<file path="src/rtl/rv32_isa.sv">
// RV32 ISA constants shared by the pipeline: register width and load/store func3 encodings.
package rv32_isa;

    localparam int unsigned RegWidth   = 32;
    localparam int unsigned Func3Width = 3;

    localparam logic [Func3Width-1:0] Func3Byte  = 3'b000;
    localparam logic [Func3Width-1:0] Func3Half  = 3'b001;
    localparam logic [Func3Width-1:0] Func3Word  = 3'b010;
    localparam logic [Func3Width-1:0] Func3ByteU = 3'b100;
    localparam logic [Func3Width-1:0] Func3HalfU = 3'b101;

endpackage

</file>
<file path="src/rtl/pipeline_types.sv">
// Pipeline-register payloads passed between the EX, MEM and WB stages.
package pipeline_types;

    import rv32_isa::*;

    localparam int unsigned RegAddrWidth = 5;

    typedef struct packed {
        logic [Func3Width-1:0] func3;
        logic                  mem_read;
        logic                  mem_write;
        logic                  reg_write;
    } ctrl_t;

    typedef struct packed {
        logic [RegAddrWidth-1:0] addr;
        logic [RegWidth-1:0]     value;
    } reg_t;

    typedef struct packed {
        ctrl_t ctrl;
        reg_t  rs;
        reg_t  rd;
    } ex_mem_t;

    typedef struct packed {
        ctrl_t ctrl;
        reg_t  rd;
    } mem_wb_t;

endpackage

</file>
<file path="src/rtl/load_align.sv">
// Picks the addressed byte/half/word out of a read bus word and sign- or zero-extends it.
module load_align
    import rv32_isa::*;
(
    input  logic [31:0]           iData,
    input  logic [1:0]            iOffset,
    input  logic [Func3Width-1:0] iFunc3,
    output logic [RegWidth-1:0]   oValue
);

    logic [31:0] shifted;

    assign shifted = iData >> {iOffset, 3'b000};

    always_comb begin
        oValue = '0;
        case (iFunc3)
            Func3Byte:  oValue = RegWidth'({{24{shifted[7]}}, shifted[7:0]});
            Func3Half:  oValue = RegWidth'({{16{shifted[15]}}, shifted[15:0]});
            Func3ByteU: oValue = RegWidth'({24'h0, shifted[7:0]});
            Func3HalfU: oValue = RegWidth'({16'h0, shifted[15:0]});
            default:    oValue = RegWidth'(shifted);
        endcase
    end

endmodule

</file>
<file path="src/rtl/mem_access.sv">
// MEM pipeline stage: issues data-memory requests, stalls upstream while waiting,
// aligns load data and registers the writeback record.
module mem_access
    import rv32_isa::*;
    import pipeline_types::*;
(
    input  logic                iClk,
    input  logic                nRst,
    input  logic                iStall,
    input  ex_mem_t             iEX,
    output mem_wb_t             oWB,
    output logic [RegWidth-1:0] oFwMe,
    output logic                oStall,
    output logic                oMisalign,
    output logic                oDmReq,
    output logic                oDmWe,
    output logic [31:0]         oDmAddr,
    output logic [31:0]         oDmWData,
    output logic [3:0]          oDmBe,
    input  logic                iDmAck,
    input  logic [31:0]         iDmRData
);

    typedef enum logic [1:0] {IDLE, WAIT, HOLD} state_t;

    state_t              state;
    mem_wb_t             pend;
    mem_wb_t             holdWb;
    mem_wb_t             idleWb;
    mem_wb_t             wbResult;
    logic [RegWidth-1:0] loadValue;
    logic [1:0]          offset;
    logic                memOp;
    logic                misaligned;
    logic                issue;
    logic [3:0]          laneBe;
    logic [31:0]         laneData;
    logic                unusedRsAddr;

    assign unusedRsAddr = ^iEX.rs.addr;

    assign offset = iEX.rd.value[1:0];
    assign memOp  = iEX.ctrl.mem_read | iEX.ctrl.mem_write;
    assign issue  = memOp & ~misaligned;
    assign oFwMe  = oWB.rd.value;
    assign oStall = nRst & (((state == IDLE) & issue) | (state == WAIT));

    // func3[1:0] gives the access size; bit 2 only selects zero-extension
    always_comb begin
        misaligned = 1'b0;
        laneBe     = 4'b1111;
        laneData   = iEX.rs.value[31:0];
        case (iEX.ctrl.func3[1:0])
            2'b00: begin
                laneBe   = 4'b0001 << offset;
                laneData = {4{iEX.rs.value[7:0]}};
            end
            2'b01: begin
                misaligned = offset[0];
                laneBe     = 4'b0011 << offset;
                laneData   = {2{iEX.rs.value[15:0]}};
            end
            default: misaligned = (offset != 2'b00);
        endcase
    end

    // A misaligned op still retires, but must not write the register file
    always_comb begin
        idleWb.ctrl = iEX.ctrl;
        idleWb.rd   = iEX.rd;
        if (memOp && misaligned) begin
            idleWb.ctrl.reg_write = 1'b0;
        end
    end

    always_comb begin
        wbResult = pend;
        if (pend.ctrl.mem_read) begin
            wbResult.rd.value = loadValue;
        end
    end

    load_align uLoadAlign (
        .iData   (iDmRData),
        .iOffset (pend.rd.value[1:0]),
        .iFunc3  (pend.ctrl.func3),
        .oValue  (loadValue)
    );

    always_ff @(posedge iClk or negedge nRst) begin
        if (!nRst) begin
            state     <= IDLE;
            oWB       <= '0;
            holdWb    <= '0;
            pend      <= '0;
            oMisalign <= 1'b0;
            oDmReq    <= 1'b0;
            oDmWe     <= 1'b0;
            oDmAddr   <= '0;
            oDmWData  <= '0;
            oDmBe     <= '0;
        end else begin
            oMisalign <= 1'b0;
            case (state)
                IDLE: begin
                    if (issue) begin
                        oDmReq      <= 1'b1;
                        oDmWe       <= iEX.ctrl.mem_write;
                        oDmAddr     <= {iEX.rd.value[31:2], 2'b00};
                        oDmWData    <= iEX.ctrl.mem_write ? laneData : 32'h0;
                        oDmBe       <= laneBe;
                        pend.ctrl   <= iEX.ctrl;
                        pend.rd     <= iEX.rd;
                        if (!iStall) begin
                            oWB <= '0;
                        end
                        state <= WAIT;
                    end else if (!iStall) begin
                        oWB       <= idleWb;
                        oMisalign <= memOp & misaligned;
                    end
                end
                WAIT: begin
                    if (iDmAck) begin
                        oDmReq <= 1'b0;
                        oDmWe  <= 1'b0;
                        if (!iStall) begin
                            oWB   <= wbResult;
                            state <= IDLE;
                        end else begin
                            holdWb <= wbResult;
                            state  <= HOLD;
                        end
                    end
                end
                HOLD: begin
                    if (!iStall) begin
                        oWB   <= holdWb;
                        state <= IDLE;
                    end
                end
                default: state <= IDLE;
            endcase
        end
    end

endmodule
</file>
<file path="config.mk">
export PLATFORM = sky130hd
export DESIGN_NAME = mem_access
export DESIGN_NICKNAME = d
export VERILOG_FILES = /design/src/rtl/rv32_isa.sv /design/src/rtl/pipeline_types.sv /design/src/rtl/load_align.sv /design/src/rtl/mem_access.sv
export SDC_FILE = /design/constraint.sdc
export NUM_CORES = 1
export LEC_CHECK = 0
export ABC_AREA = 1
export CAP_MARGIN = 30
export CORE_ASPECT_RATIO = 0.7
export CORE_MARGIN = 3
export CORE_UTILIZATION = 25
export DETAILED_ROUTE_END_ITERATION = 12
export GPL_TIMING_DRIVEN = 0
export SYNTH_ARGS = -nofsm -noshare
export SYNTH_HDL_FRONTEND = slang
export SYNTH_SLANG_ARGS = --single-unit
</file>
<file path="constraint.sdc">
create_clock -name iClk -period 3.2 [get_ports iClk]
set_input_delay 0.64 -clock iClk [delete_from_list [all_inputs] [get_ports iClk]]
set_output_delay 0.64 -clock iClk [all_outputs]
set_load 0.005 [all_outputs]
</file>
# Word level (Yosys, flattened, before mapping)
# Cells that the tools add are included.
# word_totals
in_bits	116
romBits	0
elab_cells	85
output_inout_bits	147
mem_bits_rw	0
latchBits	0
regBits	200
mem_count	0
# op_classes
bitwise	7
n_reduce_logical	12
magnitude_cmp	0
shifts	3
n_eq_ne	11
mul	0
add_sub_neg	0
muxes	27
div	0
# op_table
operator	n
2-to-1 mux 43 bit	6
case mux 43 bit (3 select lines)	1
case mux 32 bit (4 select lines)	1
2-to-1 mux 32 bit	2
case mux 32 bit (2 select lines)	1
>> shifter 32 x 5 -> 32 bit	1
inequality test 2 bit (second input constant)	5
AND reduction 3 bit	3
2-to-1 mux 2 bit	4
case mux 4 bit (2 select lines)	1
2-to-1 mux 1 bit	7
equality test 3 bit (second input constant)	2
case mux 1 bit (2 select lines)	3
case mux 2 bit (3 select lines)	1
AND reduction 5 bit	1
bitwise AND 1 bit	4
equality test 2 x 1 -> 1 bit (second input constant)	2
logical NOT 2 bit	2
nonzero test 2 bit	2
left shift 1 x 2 -> 4 bit (first input constant)	1
left shift 2 x 2 -> 4 bit (first input constant)	1
equality test 3 x 1 -> 1 bit (second input constant)	1
logical NOT 3 bit	1
nonzero test 3 bit	1
5 further kinds	6

# Longest topological paths before layout
# Gate-level depths: netlist of run 1.
# logic_depth
word_depth	7
depth_mapped	12
depth_no_buf	10

# Hierarchy
# Synthesis of run 1 repeated with hierarchy kept, for this count alone.
# hier_totals
hier_cells	1459
area_unflattened_um2	10094.7
# modules_own_cells
mod	n_inst	cells_each	area_per_inst_um2	seq_area_each_um2
mem_access	1	1301	9173.8	4254.1
load_align	1	158	920.9	0.0

# Worst setup path after synthesis of run 1
# Ideal clock, no wire load.
# synth_path
path_type	input port to output port
start	input iEX[78] (netlist bit)
end	output oStall
n_path_buf	3
cell_stages	9
path_slack_ns	1.041
required_ns	2.560
arrival_time_ns	1.519
cell_sequence	buf_6 > a21oi_2 > inv_1 > nand2_2 > nand2_4 > nor2_4 > buf_6 > buf_4 > o21a_1
# synth_between
elab_chain_len	7
elab_cells_between_ends	8
classes_between	1 x eq/ne; 1 x mux; 5 x bitwise; 1 x reduce/logical
# synth_rtl
element	line	source
start: declaration	mem_access.sv:10	input ex_mem_t iEX,
equality test 2 x 1 -> 1 bit or logical NOT 2 bit (tied branches)	mem_access.sv:53	case (iEX.ctrl.func3[1:0])
case mux 1 bit (2 select lines) *	mem_access.sv:53	
NOT 1 bit *	mem_access.sv:44	assign issue = memOp & ~misaligned;
bitwise AND 1 bit *	mem_access.sv:44	
bitwise AND 1 bit *	mem_access.sv:46	assign oStall = nRst & (((state == IDLE) & issue) | (state == WAIT));
OR 1 bit *	mem_access.sv:46	
bitwise AND 1 bit *	mem_access.sv:46	
end: declaration	mem_access.sv:13	output logic oStall,
# Mark *: on every way between the ends. The rest lies on a longest branch, timed or not.

# Worst setup path in the final report of run 1
# layout_path
start	input iEX[1] (netlist bit)
end	output oStall
# layout_between
elab_chain_len	7
# layout_rtl
element	line	source
nonzero test 2 bit	mem_access.sv:63	default: misaligned = (offset != 2'b00);
case mux 1 bit (2 select lines)	mem_access.sv:53	
NOT 1 bit	mem_access.sv:44	
bitwise AND 1 bit	mem_access.sv:44	
bitwise AND 1 bit	mem_access.sv:46	
OR 1 bit	mem_access.sv:46	
bitwise AND 1 bit	mem_access.sv:46	
# Every way passes these cells.

==> results of run 1 <==
-- power breakdown --
part           switching [mW]  internal (mW)  total [mW]
Combinational            4.16           3.38        7.53
Clock                   0.957           1.16        2.11
Sequential              0.675           3.15        3.82
-- state kept, by name, indices dropped and copies added (netlist names) --
name / cells
holdWb: 43
pend: 43
oDmWData: 32
oFwMe: 32
oWB: 11
oDmBe: 4
state: 2
oDmReq: 1
oDmWe: 1
oMisalign: 1
-- placed cells by master, fill, tap and decap left out, types with 9 or more instances in the layout --
| cell type | count |
|---|---|
| buf_6 | 9 |
| clkdlybuf4s50_1 | 250 |
| nor2_1 | 40 |
| a21oi_1 | 82 |
| o21ai_0 | 103 |
| clkbuf_1 | 27 |
| buf_4 | 70 |
| nand3_1 | 97 |
| inv_1 | 68 |
| o21ai_1 | 22 |
| nand2_1 | 480 |
| dfrtp_1 | 170 |
| buf_2 | 26 |
| clkbuf_16 | 17 |
-- worst max-delay path, cell delays in order --
cell and delay, ps:
clkdlybuf4s50_1 470, nor2_2 120, inv_1 50, nand2_2 130
nand2_4 80, nor2_4 120, buf_8 200, o21a_1 130
clkdlybuf4s50_1 500
-- cells by family (layout without fill, tap and decap cells) --
family	after synthesis	in the layout	synth area share (%)
AOI/OAI and AO/OA	234	234	13.3
other	1	2	0.0402
DFF	170	170	45.6
buffers and inverters	215	499	12.7
adders and majority gates	4	4	0.536
and+or+nand+nor	639	639	27.9
-- routing by layer --
metal,track usage [%],vias to the layer above,share of wire [%],routed length (microns)
met5,0,-,0.12,47
met4,4.20,8,1.5,565
met3,5.02,48,7.6,2930
met2,27.9,359,43,16400
met1,28.4,4584,48,18500
li1,-,4546,-,-
-- final timing paths --
kind | endpoint | slack [ps] | start
hold reg to reg | holdWb[34] | 470 | holdWb[34]
max in group asynchronous | oFwMe[3] | 2080 | nRst
hold / removal | oFwMe[27] | 200 | nRst
setup / recovery | oStall | 110 | iEX[1]
min in group iClk | holdWb[34] | 470 | holdWb[34]
setup reg to reg | oFwMe[23] | 800 | state[0]
-- stage by stage --
step / setup slack [ps] / area, sq um / utilization (%) / cells
CTS: 70.0 / 13100 / 36.0 / 2028
floorplan: 1040 / 9340 / - / 1264
finish: 106 / 13100 / 36.0 / 2028
global placement: -6020 / 12500 / 34.3 / 1998
global route: 14.7 / 13100 / 36.0 / 2028
detailed placement: -247 / 12500 / 34.4 / 1999
-- area by class of cell --
type / instances / area [sq um] / area share, %
plain buffers: 138 / 895 / 6.84
clock buffers: 22 / 484 / 3.70
clock inverters: 8 / 87.6 / 0.670
inverters: 76 / 288 / 2.20
multi-input cells: 879 / 3900 / 29.8
flip-flops and latches: 170 / 4250 / 32.5
well taps: 480 / 601 / 4.59
repair buffers: 255 / 2570 / 19.7
==> reports/qor.yml, run 1 <==
status: "completed"
min_period_over_period_pct: 96.7
post_cts_buffers: 0
end_kind: "primary output"
ys.flop_type: "dfrtp_1"
rr_worst_depth: 9
die_area_sq_um: 39700
cts_tree: "done"
drtPass1Iterations: 5
powerDensity_nw_per_um2: 1030
syn_to_final_growth_pct: 40.1
grt_pass1_vias: 9256
ir_worst_vdd_uv: 396
fin_nets: 1657
vias: 9545
rows: 58
cts_root_buf: "clkbuf_16"
htree_levels: 4
syn_avg_cell_area_sq_um: 7.39
path_class: "in -> out"
wl_microns: 38500
layout_min_cycle_time_ps: 3090
setup_violations: 0
hpwl_microns: 29800
ios: 263
finalClockSkew_ps: 14.7
setup_tns_ps: 0
cts_buffers: 17
clock-sinks: 170
cts_resized: 3
netlist_area_sq_um: 9330
initial_core_util_pct: 25.7
p_total_mw: 13.5
grt_start_max_net_pins: 89
die_y_microns: 168
grtUsageTotal_pct: 19.2
grt-ovfl-total: 0
portBuffers: 254
place_congestion: 0.947
grt_pass1_wl_microns: 58200
wl_per_cell_microns: 19.0
ys_ff_latch: 170
yosysUniqueCellTypes: 35
slew_violations: 0
synth.area.top_cells: "dfrtp_1 46%, nand2_1 19%, buf_4 5.7%, o21ai_0 5.5%, nand3_1 5.2%"
die_x_microns: 237
first_iter_violations: 942
synthArstFlopShare_pct: 100
required_ps: 2560
path_clk_slew_ps: 70
antenna_found_initial: 4
critPathArrivalTime_ps: 2450
crit_fanout: 19
hold_violations: 0
core_region_area_sq_um: 36400
synth_top_cell_by_area: "dfrtp_1"
synth_warnings: 0
tightest_slew_ps: 815
rsz0062_at_grt: "false"
leakage_nw: 6.20
synth_top_cells_by_count: "480 x nand2_1, 170 x dfrtp_1, 103 x o21ai_0"
drc_errors: 0
maxCapViolations: 0
ant_nets: 0
maxSlewHeadroom_pct: 45.7
insertion_delay_ps: 450
antenna_cells: 0
worstSetupStartpointType: "input port"
hold_slack_ps: 204
hold_class: "in -> async"
synthesis.instances: 1263
synth.most_common_cell: "nand2_1"
ys_seq_area_share_pct: 45.6
synth_top_area_share_pct: 45.6
cts_hold_buffers: 0
drive_gt1_share_pct: 10.6
cts_buffer_depth: 2
synth-edff-count: 0
avgViaCountPerCell: 4.71
fmax_ghz: 0.323
n_fill_cell: 3755
No activity file was read; power rests on OpenSTA's default activity.
==> run 2, diff against run 1 <==
--- a/config.mk
+++ b/config.mk
@@ -6,11 +6,11 @@
 export NUM_CORES = 1
 export LEC_CHECK = 0
 export ABC_AREA = 1
-export CAP_MARGIN = 30
 export CORE_ASPECT_RATIO = 0.7
-export CORE_MARGIN = 3
+export CORE_MARGIN = 1
 export CORE_UTILIZATION = 25
 export DETAILED_ROUTE_END_ITERATION = 12
+export GPL_ROUTABILITY_DRIVEN = 0
 export GPL_TIMING_DRIVEN = 0
 export SYNTH_ARGS = -nofsm -noshare
 export SYNTH_HDL_FRONTEND = slang
==> reports/qor.yml, run 2 (synthesized netlist as in run 1, its figures left out) <==
htree_levels: 4  # unchanged
die_area_sq_um: 38100  # was 39700 sq um
first_iter_violations: 987  # was 942
gr-usage-met3_pct: 4.56  # was 5.02%
wl_microns: 36900  # was 38500 microns
layout_min_cycle_time_ps: 3020  # was 3090 ps
grt_pass1_wl_microns: 55700  # was 58200 microns
drtPass1Iterations: 5  # unchanged
path_class: "in -> out"  # unchanged
tightest_slew_ps: 786  # was 815 ps
die_x_microns: 233  # was 237 microns
worst_path_max_delay_cell: "clkdlybuf4s50_1"  # unchanged
cts_hold_buffers: 0  # unchanged
core_region_area_sq_um: 36400  # unchanged
ir_worst_vdd_uv: 453  # was 396 uV
n_fill_cell: 3790  # was 3755
p_total_mw: 13.5  # about the same
ant_nets: 0  # unchanged
mostFrequentLayoutCell: "nand2_1"  # unchanged
critPathArrivalTime_ps: 2380  # was 2450 ps
grt_start_max_net_pins: 113  # was 89
clock-sinks: 170  # unchanged
required_ps: 2560  # about the same
powerDensity_nw_per_um2: 1020  # was 1030 nW/um^2
rsz0062_at_grt: "false"  # unchanged
seq_area_sq_um: 4250  # unchanged
syn_to_final_growth_pct: 40.9  # was 40.1%
hold_violations: 0  # unchanged
finalClockSkew_ps: 8.67  # was 14.7 ps
antenna_found_initial: 2  # was 4
fmax_ghz: 0.331  # was 0.323 GHz
grt_use_met1_pct: 28.8  # was 28.4%
cts_buffers: 17  # unchanged
cts_root_buf: "clkbuf_16"  # unchanged
initial_core_util_pct: 25.7  # unchanged
drive_gt1_share_pct: 11.1  # was 10.6%
maxCapViolations: 0  # unchanged
path_cells: "clkdlybuf4s50_1, nor2_2, inv_1, nand2_2, nand2_4, nor2_4, buf_12, o21a_1, clkdlybuf4s50_1"  # was clkdlybuf4s50_1, nor2_2, inv_1, nand2_2, nand2_4, nor2_4, buf_8, o21a_1, clkdlybuf4s50_1
slew_violations: 0  # unchanged
setup_violations: 0  # unchanged
status: "completed"  # unchanged
crit_fanout: 11  # was 19
grtUsageTotal_pct: 19.5  # was 19.2%
portBuffers: 254  # unchanged
vias: 9596  # was 9545
fin_util_pct: 36.2  # was 36.0%
end_kind: "primary output"  # unchanged
reg.largest.list: "holdWb x43, pend x43"  # unchanged
avgViaCountPerCell: 4.71  # about the same
cts_tree: "done"  # unchanged
maxSlewHeadroom_pct: 47.6  # was 45.7%
worstSetupStartpointType: "input port"  # unchanged
grt_pass1_vias: 9266  # was 9256
setup_tns_ps: 0  # unchanged
crit_path_frequent_cell: "clkdlybuf4s50_1"  # unchanged
leakage_nw: 6.25  # was 6.20 nW
insertion_delay_ps: 440  # was 450 ps
hpwl_microns: 28500  # was 29800 microns
cpPeakStageDelay_ps: 500  # about the same
drc_errors: 0  # unchanged
grt-ovfl-total: 0  # unchanged
die_y_microns: 164  # was 168 microns
ios: 263  # unchanged
cts_buffer_depth: 2  # unchanged
grt_use_met2_pct: 27.8  # was 27.9%
wl_per_cell_microns: 18.1  # was 19.0 microns
top_usage_layer: "met1"  # unchanged
path_clk_slew_ps: 70  # about the same
rows: 58  # unchanged
hold_slack_ps: 102  # was 204 ps
multi_input_area_sq_um: 3900  # unchanged
min_period_over_period_pct: 94.4  # was 96.7%
hold_class: "in -> async"  # unchanged
fin_nets: 1663  # was 1657
layout_common_cells: "480 x nand2_1, 250 x clkdlybuf4s50_1, 170 x dfrtp_1"  # unchanged
==> run 2: changes by cell type in the layout (fill, tap and decap cells not counted), sizes merged <==
cell / previous run / this run
clkinv: 4 / 7
buf: 112 / 118
clkbuf: 50 / 47
bufinv: 1 / 2
diode: 0 / 1
inv: 76 / 77
==> run 2: metal layers <==
layer  wire length, microns  up-vias  part of all wire (%)
met4                    856        2                   2.3
met3                   3150       56                   8.5
met2                  15400      431                    42
met1                  17500     4545                    47
met5                     13        -                 0.035
li1                       -     4562                     -
==> run 2: what timing repair did <==
action,in CTS,in global routing
resized for setup,3,3
setup endpoints to repair,1,1
buffers inserted,0,6
==> run 2: worst max-delay path, delay by kind of cell <==
family	cells	cell delay (ps)
buffers and inverters	4	1160
AO/OA/AOI/OAI	1	130
AND/OR/NAND/NOR	4	440
==> run 2: power by group <==
group / switching (mW) / total (mW) / internal (mW)
sequential: 0.702 / 3.85 / 3.15
combinational: 4.07 / 7.47 / 3.40
clock: 0.949 / 2.15 / 1.20
==> run 2: per-stage QoR <==
| step | setup slack (ps) | cell area, sq um | instances |
|---|---|---|---|
| finish | 180 | 13200 | 2037 |
| global route | 47.7 | 13200 | 2036 |
| CTS | 79.0 | 13100 | 2030 |
| detailed placement | -252 | 12500 | 1999 |
| global placement | -5970 | 12500 | 1998 |
| floorplan | 1040 | 9340 | 1264 |
==> run 2: area by class of cell <==
class                           count  area share (%)
Tap cell                          480            4.57
Buffer                            138            6.84
Clock inverter                     13            1.07
Antenna cell                        1          0.0190
Multi-Input combinational cell    879            29.6
Timing Repair Buffer              261            19.9
Clock buffer                       19            3.44
Inverter                           76            2.19
Sequential cell                   170            32.3
==> run 2: path summary, 6_finish.rpt <==
kind | startpoint | end | slack (ps) | cells after the start
worst max-delay path | iEX[1] | oStall | 180 | 9
worst min-delay path | nRst | oFwMe[27] | 100 | 1
worst max register to register | state[0] | oFwMe[23] | 850 | 11
worst min register to register | holdWb[34] | holdWb[34] | 470 | 2
max in group asynchronous | nRst | pend[4] | 2120 | 2
min in group iClk | holdWb[34] | holdWb[34] | 470 | 2
